`src/rtl/fetch_pkg.sv`:
```
// Shared types and constants for the instruction fetch unit.
package fetch_pkg;
  typedef enum logic {IDLE = 1'b0, REQ = 1'b1} fetch_state_t;

  localparam logic [31:0] NOP_WORD        = 32'h0000_0000;
  localparam int          DEFAULT_TIMEOUT = 255;
endpackage

```
`src/rtl/fetch_line_buf.sv`:
```
// One-entry tagged instruction buffer: tag/data/valid registers plus the hit compare.
// Invalidate has priority over a write in the same cycle.
module fetch_line_buf (
  input  logic        clock,
  input  logic        reset,
  input  logic [29:0] lookup_tag,
  input  logic        wr_en,
  input  logic [29:0] wr_tag,
  input  logic [31:0] wr_data,
  input  logic        inv,
  output logic [31:0] rd_data,
  output logic        hit
);
  logic [29:0] tag_q, tag_d;
  logic [31:0] data_q, data_d;
  logic        valid_q, valid_d;

  always_ff @(posedge clock or posedge reset) begin
    if (reset) begin
      tag_q   <= '0;
      data_q  <= '0;
      valid_q <= 1'b0;
    end else begin
      tag_q   <= tag_d;
      data_q  <= data_d;
      valid_q <= valid_d;
    end
  end

  always_comb begin
    tag_d   = tag_q;
    data_d  = data_q;
    valid_d = valid_q;
    if (wr_en) begin
      tag_d   = wr_tag;
      data_d  = wr_data;
      valid_d = 1'b1;
    end
    if (inv) valid_d = 1'b0;
  end

  assign rd_data = data_q;
  assign hit     = valid_q && (tag_q == lookup_tag);
endmodule

```
`src/rtl/instr_fetch_unit.sv`:
```
// Instruction fetch stage: req/ack bus master with a one-entry tagged buffer.
// Optional fetch timeout enabled by defining FETCH_TIMEOUT_EN.
module instr_fetch_unit
  import fetch_pkg::*;
#(
  parameter int ADDR_W  = 30,
  parameter int TIMEOUT = DEFAULT_TIMEOUT
) (
  input  logic              clock,
  input  logic              reset,
  input  logic [31:0]       pc,
  input  logic              fetch_en,
  input  logic              flush,
  output logic [31:0]       instruction,
  output logic              instr_valid,
  output logic              stall,
  output logic              mem_req,
  output logic [ADDR_W-1:0] mem_addr,
  input  logic              mem_ack,
  input  logic [31:0]       mem_rdata,
  output logic              fetch_err
);
  fetch_state_t state_q, state_d;
  logic [29:0]  req_addr_q, req_addr_d;
  logic         mem_req_q, mem_req_d;
  logic         discard_q, discard_d;
  logic         hit;
  logic         expire;
  logic         buf_wr;
  logic [31:0]  buf_wr_data;
  logic         unused_bits;

  assign unused_bits = ^pc[1:0];

  fetch_line_buf u_buf (
    .clock      (clock),
    .reset      (reset),
    .lookup_tag (pc[31:2]),
    .wr_en      (buf_wr),
    .wr_tag     (req_addr_q),
    .wr_data    (buf_wr_data),
    .inv        (flush),
    .rd_data    (instruction),
    .hit        (hit)
  );

`ifdef FETCH_TIMEOUT_EN
  localparam int CNT_RAW = $clog2(TIMEOUT + 1);
  localparam int CNT_W   = (CNT_RAW > 8) ? CNT_RAW : 8;

  logic [CNT_W-1:0] cnt_q, cnt_d;
  logic             err_q, err_d;

  always_ff @(posedge clock or posedge reset) begin
    if (reset) begin
      cnt_q <= '0;
      err_q <= 1'b0;
    end else begin
      cnt_q <= cnt_d;
      err_q <= err_d;
    end
  end

  // Counter is zero in the first REQ cycle, so expiry lands on the TIMEOUT-th REQ cycle.
  always_comb begin
    cnt_d  = '0;
    expire = 1'b0;
    if (state_q == REQ) begin
      cnt_d  = cnt_q + 1'b1;
      expire = !mem_ack && (cnt_q == CNT_W'(TIMEOUT - 1));
    end
    err_d = err_q | expire;
  end

  assign fetch_err = err_q;
`else
  logic unused_timeout;
  assign unused_timeout = (TIMEOUT == 0);
  assign expire         = 1'b0;
  assign fetch_err      = 1'b0;
`endif

  always_ff @(posedge clock or posedge reset) begin
    if (reset) begin
      state_q    <= IDLE;
      req_addr_q <= '0;
      mem_req_q  <= 1'b0;
      discard_q  <= 1'b0;
    end else begin
      state_q    <= state_d;
      req_addr_q <= req_addr_d;
      mem_req_q  <= mem_req_d;
      discard_q  <= discard_d;
    end
  end

  // A started request runs to ack (or expiry) regardless of pc; flush only marks it for discard.
  always_comb begin
    state_d    = state_q;
    req_addr_d = req_addr_q;
    mem_req_d  = mem_req_q;
    discard_d  = discard_q;
    case (state_q)
      IDLE: begin
        if (fetch_en && !hit && !flush) begin
          req_addr_d = pc[31:2];
          mem_req_d  = 1'b1;
          state_d    = REQ;
        end
      end
      REQ: begin
        if (mem_ack || expire) begin
          mem_req_d = 1'b0;
          discard_d = 1'b0;
          state_d   = IDLE;
        end else if (flush) begin
          discard_d = 1'b1;
        end
      end
      default: state_d = IDLE;
    endcase
  end

  always_comb begin
    buf_wr      = 1'b0;
    buf_wr_data = mem_rdata;
    if (state_q == REQ && !discard_q && !flush) begin
      if (mem_ack) begin
        buf_wr = 1'b1;
      end else if (expire) begin
        buf_wr      = 1'b1;
        buf_wr_data = NOP_WORD;
      end
    end
    instr_valid = fetch_en & hit;
    stall       = fetch_en & ~hit;
  end

  assign mem_req  = mem_req_q;
  assign mem_addr = req_addr_q[ADDR_W-1:0];
endmodule

```
`config.mk`:
```
export PLATFORM = sky130hd
export DESIGN_NAME = instr_fetch_unit
export DESIGN_NICKNAME = d
export VERILOG_FILES = /design/src/rtl/fetch_pkg.sv /design/src/rtl/fetch_line_buf.sv /design/src/rtl/instr_fetch_unit.sv
export SDC_FILE = /design/constraint.sdc
export NUM_CORES = 1
export LEC_CHECK = 0
export CORE_ASPECT_RATIO = 1.25
export CORE_MARGIN = 2
export CORE_UTILIZATION = 41
export CTS_CLUSTER_DIAMETER = 100
export DETAILED_ROUTE_END_ITERATION = 10
export HOLD_SLACK_MARGIN = 0.12
export PLACE_DENSITY = 0.85
export SLEW_MARGIN = 20
export SYNTH_ARGS = -nofsm -noshare
export SYNTH_HDL_FRONTEND = slang
export SYNTH_SLANG_ARGS = --single-unit
```
`constraint.sdc`:
```
create_clock -name clock -period 2.85 [get_ports clock]
set_clock_uncertainty 0.15 [all_clocks]
set_input_delay 0.4275 -clock clock [delete_from_list [all_inputs] [get_ports clock]]
set_output_delay 0.4275 -clock clock [all_outputs]
set_load 0.1 [all_outputs]
```
### Word level (Yosys, flattened, before mapping)

Cells that the tools add are included.

* bitwise operators: 4
* equal/unequal tests: 3
* div/mod/pow operators: 0
* $lt $le $gt $ge: 0
* reduce and logical (&&, ||, !) cells: 13
* shifts and indexed selects: 0
* multiplexer cells: 12
* add/sub/neg operators: 0
* $mul: 0

Operator list (number)
* $eq A30 B30 Y1: 1
* $mux W1: 10
* $reduce_and A2 Y1: 3
* $logic_and A1 B1 Y1: 5
* $ne A2 B2 Y1 const B: 2
* $pmux W1 S2: 2
* $reduce_bool A2 Y1: 2
* $logic_not A1 Y1: 3
* $and A1 B1 Y1: 2
* $not A1 Y1: 2

* input port bits: 69
* logic and storage cells: 39
* latch bits: 0
* memories kept: 0
* output and inout port bits: 66
* register bits after elaboration: 96
* memory bits (writable): 0
* ROM bits: 0

### Longest topological paths before layout

Gate-level depths: netlist of run 1.

* depth in word-level cells: 7
* gate-level depth with buffers: 6
* gate-level depth less buffers: 5

### Modules after synthesis

A second synthesis of run 1 with hierarchy kept.

* cell total of the unflattened synthesis: 254
* area total of the unflattened synthesis: 3932.5 µm²

Modules (own cells, without submodules)
* fetch_line_buf: sequential area each 1576.5 µm², cells an instance 175, times used 1, area each 2646.3 µm²
* instr_fetch_unit: sequential area each 825.8 µm², cells an instance 79, times used 1, area each 1286.2 µm²

### Worst setup path before layout of run 1

OpenSTA, ideal clock, no wires.

* kind: input-to-output
* start: input port pc[31]
* end: output port stall
* path buffers: 0
* data arrival time: 2.892 ns
* cell stages on the path: 4
* setup slack: -0.619 ns
* data required time: 2.273 ns
* cells stage by stage: xnor2_1 -> nand4_1 -> nor4_2 -> a21boi_0

* word-level cells in the longest chain between the ends: 4

RTL lines
* start, declared: line instr_fetch_unit.sv:11 `input logic [31:0] pc,`
* $eq A30 B30 Y1: line fetch_line_buf.sv:43 `assign hit = valid_q && (tag_q == lookup_tag);`
* $logic_and A1 B1 Y1: line fetch_line_buf.sv:43
* $not A1 Y1: line instr_fetch_unit.sv:136 `stall = fetch_en & ~hit;`
* $and A1 B1 Y1: line instr_fetch_unit.sv:136
* end, declared: line instr_fetch_unit.sv:16 `output logic stall,`

No other way between the ends.

### Worst setup path after layout of run 1

* start: input port pc[7]
* end: output port instr_valid

* word-level cells in the longest chain between the ends: 3

RTL lines
* $eq A30 B30 Y1: line fetch_line_buf.sv:43
* $logic_and A1 B1 Y1: line fetch_line_buf.sv:43
* $and A1 B1 Y1: line instr_fetch_unit.sv:135 `instr_valid = fetch_en & hit;`
* end, declared: line instr_fetch_unit.sv:15 `output logic instr_valid,`

No other way between the ends.

==> results by group, run 1 <==
Route
  – Post-DRT Antenna Nets: 0
  – Routed wire length: 8.61 mm
  – Residual DRC: 0
  – Vias per std cell: 4.88
  – Detailed Route Iter0 Violations: 65
  – DR pass1 iterations: 4
  – Routed WL per cell: 16.5 µm
  – Vias post-DR: 2553

Layout
  – Synth-to-Final Area Change: 41.8%
  – # diodes: 0
  – Fillers: 785
  – Final core utilization: 0.597
  – FF/Latch Area: 2400 µm²
  – Multi-input logic area: 1580 µm²
  – Fin cells: 523
  – Layout cell share with drive strength beyond 1: 0.461
  – NumNets Final: 462
  – Leading cell type in the layout, fill and taps excluded: dfrtp_1
  – Commonest non-fill, non-tap cells in the layout: dfrtp_1, clkdlybuf4s50_1, buf_4, mux2_2, xnor2_1

Logic synthesis
  – Yosys top cell by area: dfrtp_1
  – #FFs+latches synth: 96
  – Share of the synthesized area in the top cell type: 0.594
  – Top cells by area, synth: dfrtp_1, mux2_2, mux2_4
  – Synth cell types: 20
  – Post-synthesis sequential area ratio: 0.594
  – Yosys warning count: 0
  – Synth Cell Area: 4040 µm²
  – Post-Syn Instances: 254
  – Synthesized area per cell: 15.9 µm²
  – Syn_nets: 323

CTS
  – Clk Latency, worst-skew pair: 0.33 ns
  – Hold Buf Count CTS: 0
  – Num CTS Buffers: 9
  – Clock sink count: 96
  – H-tree levels: 3
  – Clock Pin Slew Worst Setup and Hold Paths: 0.06 ns
  – Max clock buf depth: 2
  – Post-CTS sizing: 0
  – CTS tree: done
  – Clk root buf: clkbuf_16
  – Post-CTS Setup Bufs: 0

STA
  – Fin crit share: 0.986
  – FMAX: 356 MHz
  – PnR worst setup slack: 0.0395 ns
  – Worst hold slack: 0.334 ns
  – Min Tclk post-route: 2.81 ns
  – Fin. Hold Viols: 0
  – Final slew viol count: 0
  – Count of endpoints failing setup in the final report: 0
  – Worst relative slew slack: 0.642
  – Worst Max-Slew Pin Slew: 0.536 ns

Placed design
  – DP Cell Count: 508
  – Placed wire-length estimate: 6.18 mm
  – IO buf count: 131
  – Pre-CTS setup slack: 0.0515 ns
  – Placer congestion estimate: 0.784

Pwr
  – Power density over the cells: 1270 nW/µm²
  – Seq pwr share: 0.306
  – Clock power share: 0.171
  – Power, Total: 0.00726 W
  – Total net switching power: 0.00355 W
  – Comb power frac: 0.523
  – Sw Share: 0.489
  – Leakage: 2.53 nW
  – Worst IR Drop VDD: 796 µV
  – Int Pwr: 0.00371 W

Global routing
  – Vias in the first global route: 2751
  – Grt total ovfl: 0
  – Overall routing resource usage: 0.166
  – First-pass GRT wire length: 13.6 mm
  – Pin count of the biggest net entering global routing: 97
  – Initial antenna violation count: 0

Critical path
  – Startpoint types: input port
  – Crit-path slowest cell: clkdlybuf4s50_1
  – RR Startpoint: u_buf.tag_q[5]
  – Reg2Reg Depth: 6
  – CP cell instances: clkdlybuf4s50_1 > xnor2_1 > nand4_1 > nor4_4 > and3_2 > buf_12
  – Required @ worst endpoint: 2.27 ns
  – Crit path kind: input port to output port
  – R2r setup slk: 0.58 ns
  – R2r endpoint: mem_addr[14]
  – Element type at the critical path end: output port
  – Max FO, Critical Path: 3
  – Worst path arrival time: 2.23 ns
  – Max incr delay on CP: 0.52 ns

Hold path
  – Hold Path End: mem_req
  – Hold/Removal Path Class: register to register
  – Min-delay src: mem_req
  – Hold Crit Depth: 1

Floorplan
  – Std-Cell Core Area: 9610 µm²
  – Die width: 92.8 µm
  – IO Pins: 135
  – Die height: 115 µm
  – Total Die Area: 10700 µm²
  – Row count: 40
  – Initial Util: 0.421

Outcome
  – Outcome: finished, final reports clean

Run
  – # Max-Cap Violations: 0
## per-stage QoR
step | cell area, µm² | setup TNS (ns)
after floorplan | 4050 | 0
after global placement | 5420 | 0
after detailed placement | 5420 | 0
after CTS | 5730 | 0
after global routing | 5740 | -0.00305
final | 5740 | 0
## worst max-delay path, delay by kind of cell
family	cells	cell delay, ns
and+or+nand+nor	3	0.97
xor gates and xnor gates	1	0.13
buffers and inverters	2	0.70
## cell type report
| type | instances | area share |
|---|---|---|
| multi-input cells | 145 | 0.276 |
| well taps | 126 | 0.0275 |
| clock inverters | 4 | 0.0122 |
| repair buffers | 138 | 0.223 |
| flip-flops and latches | 96 | 0.419 |
| inverters | 3 | 0.00262 |
| clock buffers | 11 | 0.0406 |
## worst max-delay path by stage
| stage | startpoint | slack, ns | cells past startpoint | to |
|---|---|---|---|---|
| floorplan | pc[31] | 0.12 | 4 | stall |
| global placement | pc[8] | 0.09 | 8 | mem_addr[24] |
| detailed placement | pc[7] | 0.05 | 7 | mem_addr[25] |
| CTS | pc[7] | 0.04 | 6 | instr_valid |
| global route | pc[6] | -0.003 | 6 | instr_valid |
| finish | pc[7] | 0.04 | 6 | instr_valid |
## registers in the layout, summed over array words and instances, names as in the netlist
register       flops
mem_req            1
u_buf.rd_data     32
discard_q          1
u_buf.valid_q      1
mem_addr          30
state_q            1
u_buf.tag_q       30
## cell families after synthesis
logic type | after synthesis | share of synthesized area
flops | 96 | 0.594
mux | 92 | 0.282
xor+xnor | 30 | 0.0650
simple gates | 15 | 0.0254
buf+inv | 13 | 0.0204
compound gates | 7 | 0.0121
other cells | 1 | 0.000927
## metal layers
metal	share of wire	vias to the layer above	global-route usage
met1	0.41	1289	0.199
met2	0.51	82	0.283
met5	0	-	0
li1	-	1170	-
met4	0.018	0	0.0618
met3	0.059	12	0.0498
## cells in the mapped netlist
| cell type | number |
|---|---|
| dfrtp_1 | 96 |
| mux2_2 | 64 |
| xnor2_1 | 30 |
| mux2_4 | 28 |
| nand4_1 | 7 |
| buf_2 | 6 |
| a21o_1 | 3 |
| buf_6 | 3 |
| inv_1 | 3 |
| a21oi_1 | 2 |
| nand2_1 | 2 |
| nor4_2 | 2 |
| a21boi_0 | 1 |
| a21oi_2 | 1 |
| and3_2 | 1 |
| buf_4 | 1 |
| conb_1 | 1 |
| nand3_1 | 1 |
| nor2_1 | 1 |
| nor3_2 | 1 |
## power by group through the flow
| stage | registers (W) | logic, W | clock network, W |
|---|---|---|---|
| finish | 0.00222 | 0.00380 | 0.00124 |
| detailed placement | 0.00224 | 0.00382 | 0 |
| global placement | 0.00221 | 0.00377 | 0 |
| global route | 0.00228 | 0.00392 | 0.00134 |
| CTS | 0.00222 | 0.00383 | 0.00128 |
| floorplan | 0.00439 | 0.000802 | 0 |
Note: power is estimated with default switching activity, not from simulation.
==> run 2, diff against run 1 <==
--- a/config.mk
+++ b/config.mk
@@ -11,6 +11,7 @@
 export CTS_CLUSTER_DIAMETER = 100
 export DETAILED_ROUTE_END_ITERATION = 10
 export HOLD_SLACK_MARGIN = 0.12
+export MAX_ROUTING_LAYER = met4
 export PLACE_DENSITY = 0.85
 export SLEW_MARGIN = 20
 export SYNTH_ARGS = -nofsm -noshare
==> results by group, run 2 (synthesized netlist as in run 1, its figures left out) <==
Layout
  – Commonest non-fill, non-tap cells in the layout: dfrtp_1, clkdlybuf4s50_1, buf_4, mux2_2, xnor2_1
  – Final core utilization: 0.597
  – Layout cell share with drive strength beyond 1: 0.461
  – Leading cell type in the layout, fill and taps excluded: dfrtp_1
  – NumNets Final: 462
  – Max reg flops: 32
  – # diodes: 0
  – Synth-to-Final Area Change: 41.8%

Pwr
  – Power density over the cells: 1270 nW/µm²
  – Worst IR Drop VDD: 797 µV
  – Leakage: 2.53 nW
  – Power, Total: 0.00727 W

CTS
  – Post-CTS Setup Bufs: 0
  – Clk Latency, worst-skew pair: 0.33 ns
  – Clock sink count: 96
  – Post-CTS sizing: 0
  – Clock Pin Slew Worst Setup and Hold Paths: 0.06 ns
  – Clk root buf: clkbuf_16
  – CTS tree: done
  – Max clock buf depth: 2
  – Num CTS Buffers: 9
  – Hold Buf Count CTS: 0
  – H-tree levels: 3

Critical path
  – Crit path kind: input port to output port
  – RR Startpoint: u_buf.tag_q[5]
  – Startpoint types: input port
  – Max FO, Critical Path: 3
  – Required @ worst endpoint: 2.27 ns
  – R2r endpoint: mem_addr[14]
  – Worst path arrival time: 2.21 ns
  – Reg2Reg Depth: 6
  – R2r setup slk: 0.60 ns
  – Element type at the critical path end: output port

Floorplan
  – IO Pins: 135
  – Std-Cell Core Area: 9610 µm²
  – Die height: 115 µm
  – Initial Util: 0.421
  – Row count: 40
  – Total Die Area: 10700 µm²
  – Die width: 92.8 µm

Hold path
  – Min-delay src: mem_req
  – Hold/Removal Path Class: register to register
  – Hold Crit Depth: 1
  – Hold Path End: mem_req

Outcome
  – Outcome: finished, final reports clean

Global routing
  – First-pass GRT wire length: 13.6 mm
  – Pin count of the biggest net entering global routing: 97
  – Overall routing resource usage: 0.171
  – Grt total ovfl: 0
  – Vias in the first global route: 2744
  – Initial antenna violation count: 0

STA
  – Worst hold slack: 0.333 ns
  – FMAX: 359 MHz
  – Fin crit share: 0.977
  – Sum Neg Setup Slack: 0 ns
  – PnR worst setup slack: 0.0661 ns
  – Final slew viol count: 0
  – Fin. Hold Viols: 0
  – Min Tclk post-route: 2.78 ns
  – Count of endpoints failing setup in the final report: 0
  – Worst relative slew slack: 0.641
  – Worst Max-Slew Pin Slew: 0.537 ns

Route
  – Residual DRC: 0
  – Vias per std cell: 4.89
  – Routed WL per cell: 16.6 µm
  – Vias post-DR: 2556
  – Post-DRT Antenna Nets: 0
  – Routed wire length: 8.67 mm
  – Detailed Route Iter0 Violations: 72
  – DR pass1 iterations: 3

Placed design
  – IO buf count: 131
  – Pre-CTS setup slack: 0.0515 ns
  – Placed wire-length estimate: 6.18 mm
  – Placer congestion estimate: 0.795

Run
  – # Max-Cap Violations: 0
[run 2: cell type report]
class	instances	area [µm²]
clock buffer	11	233
multi-input combinational	145	1580
clock inverter	4	70.1
timing repair buffer	138	1280
fill	785	3870
sequential	96	2400
tap	126	158
inverter	3	15.0
[run 2: per-stage QoR]
step / std cells / instance area (µm²)
finish: 523 / 5740
global route: 523 / 5740
CTS: 523 / 5730
detailed placement: 508 / 5420
global placement: 508 / 5420
floorplan: 254 / 4050
[run 2: where the power goes]
group	total [W]	leakage [nW]	switching (W)	internal, W
combinational	0.00380	1.22	0.00273	0.00107
clock	0.00124	0.149	0.000483	0.000762
sequential	0.00222	1.15	0.000339	0.00188
total	0.00727	2.53	0.00355	0.00371
[run 2: per-layer routing]
layer | global-route usage | up-vias | wire length [µm]
li1 | - | 1173 | -
met4 | 0.0618 | 0 | 179
met1 | 0.208 | 1287 | 3680
met2 | 0.280 | 84 | 4420
met3 | 0.0400 | 12 | 401
met5 | - | - | 0
[run 2: critical path, cell delays in order]
cell and delay [ns]:
clkdlybuf4s50_1 0.51, xnor2_1 0.13, nand4_1 0.22, nor4_4 0.44, and3_2 0.29, buf_12 0.18
[run 2: worst max-delay path by stage]
| stage | start | to | slack (ns) | cells past startpoint |
|---|---|---|---|---|
| after detailed placement | pc[7] | mem_addr[25] | 0.05 | 7 |
| after CTS | pc[7] | instr_valid | 0.04 | 6 |
| after global routing | pc[6] | instr_valid | -0.003 | 6 |
| after global placement | pc[8] | mem_addr[24] | 0.09 | 8 |
| after floorplan | pc[31] | stall | 0.12 | 4 |
| final | pc[7] | instr_valid | 0.07 | 6 |
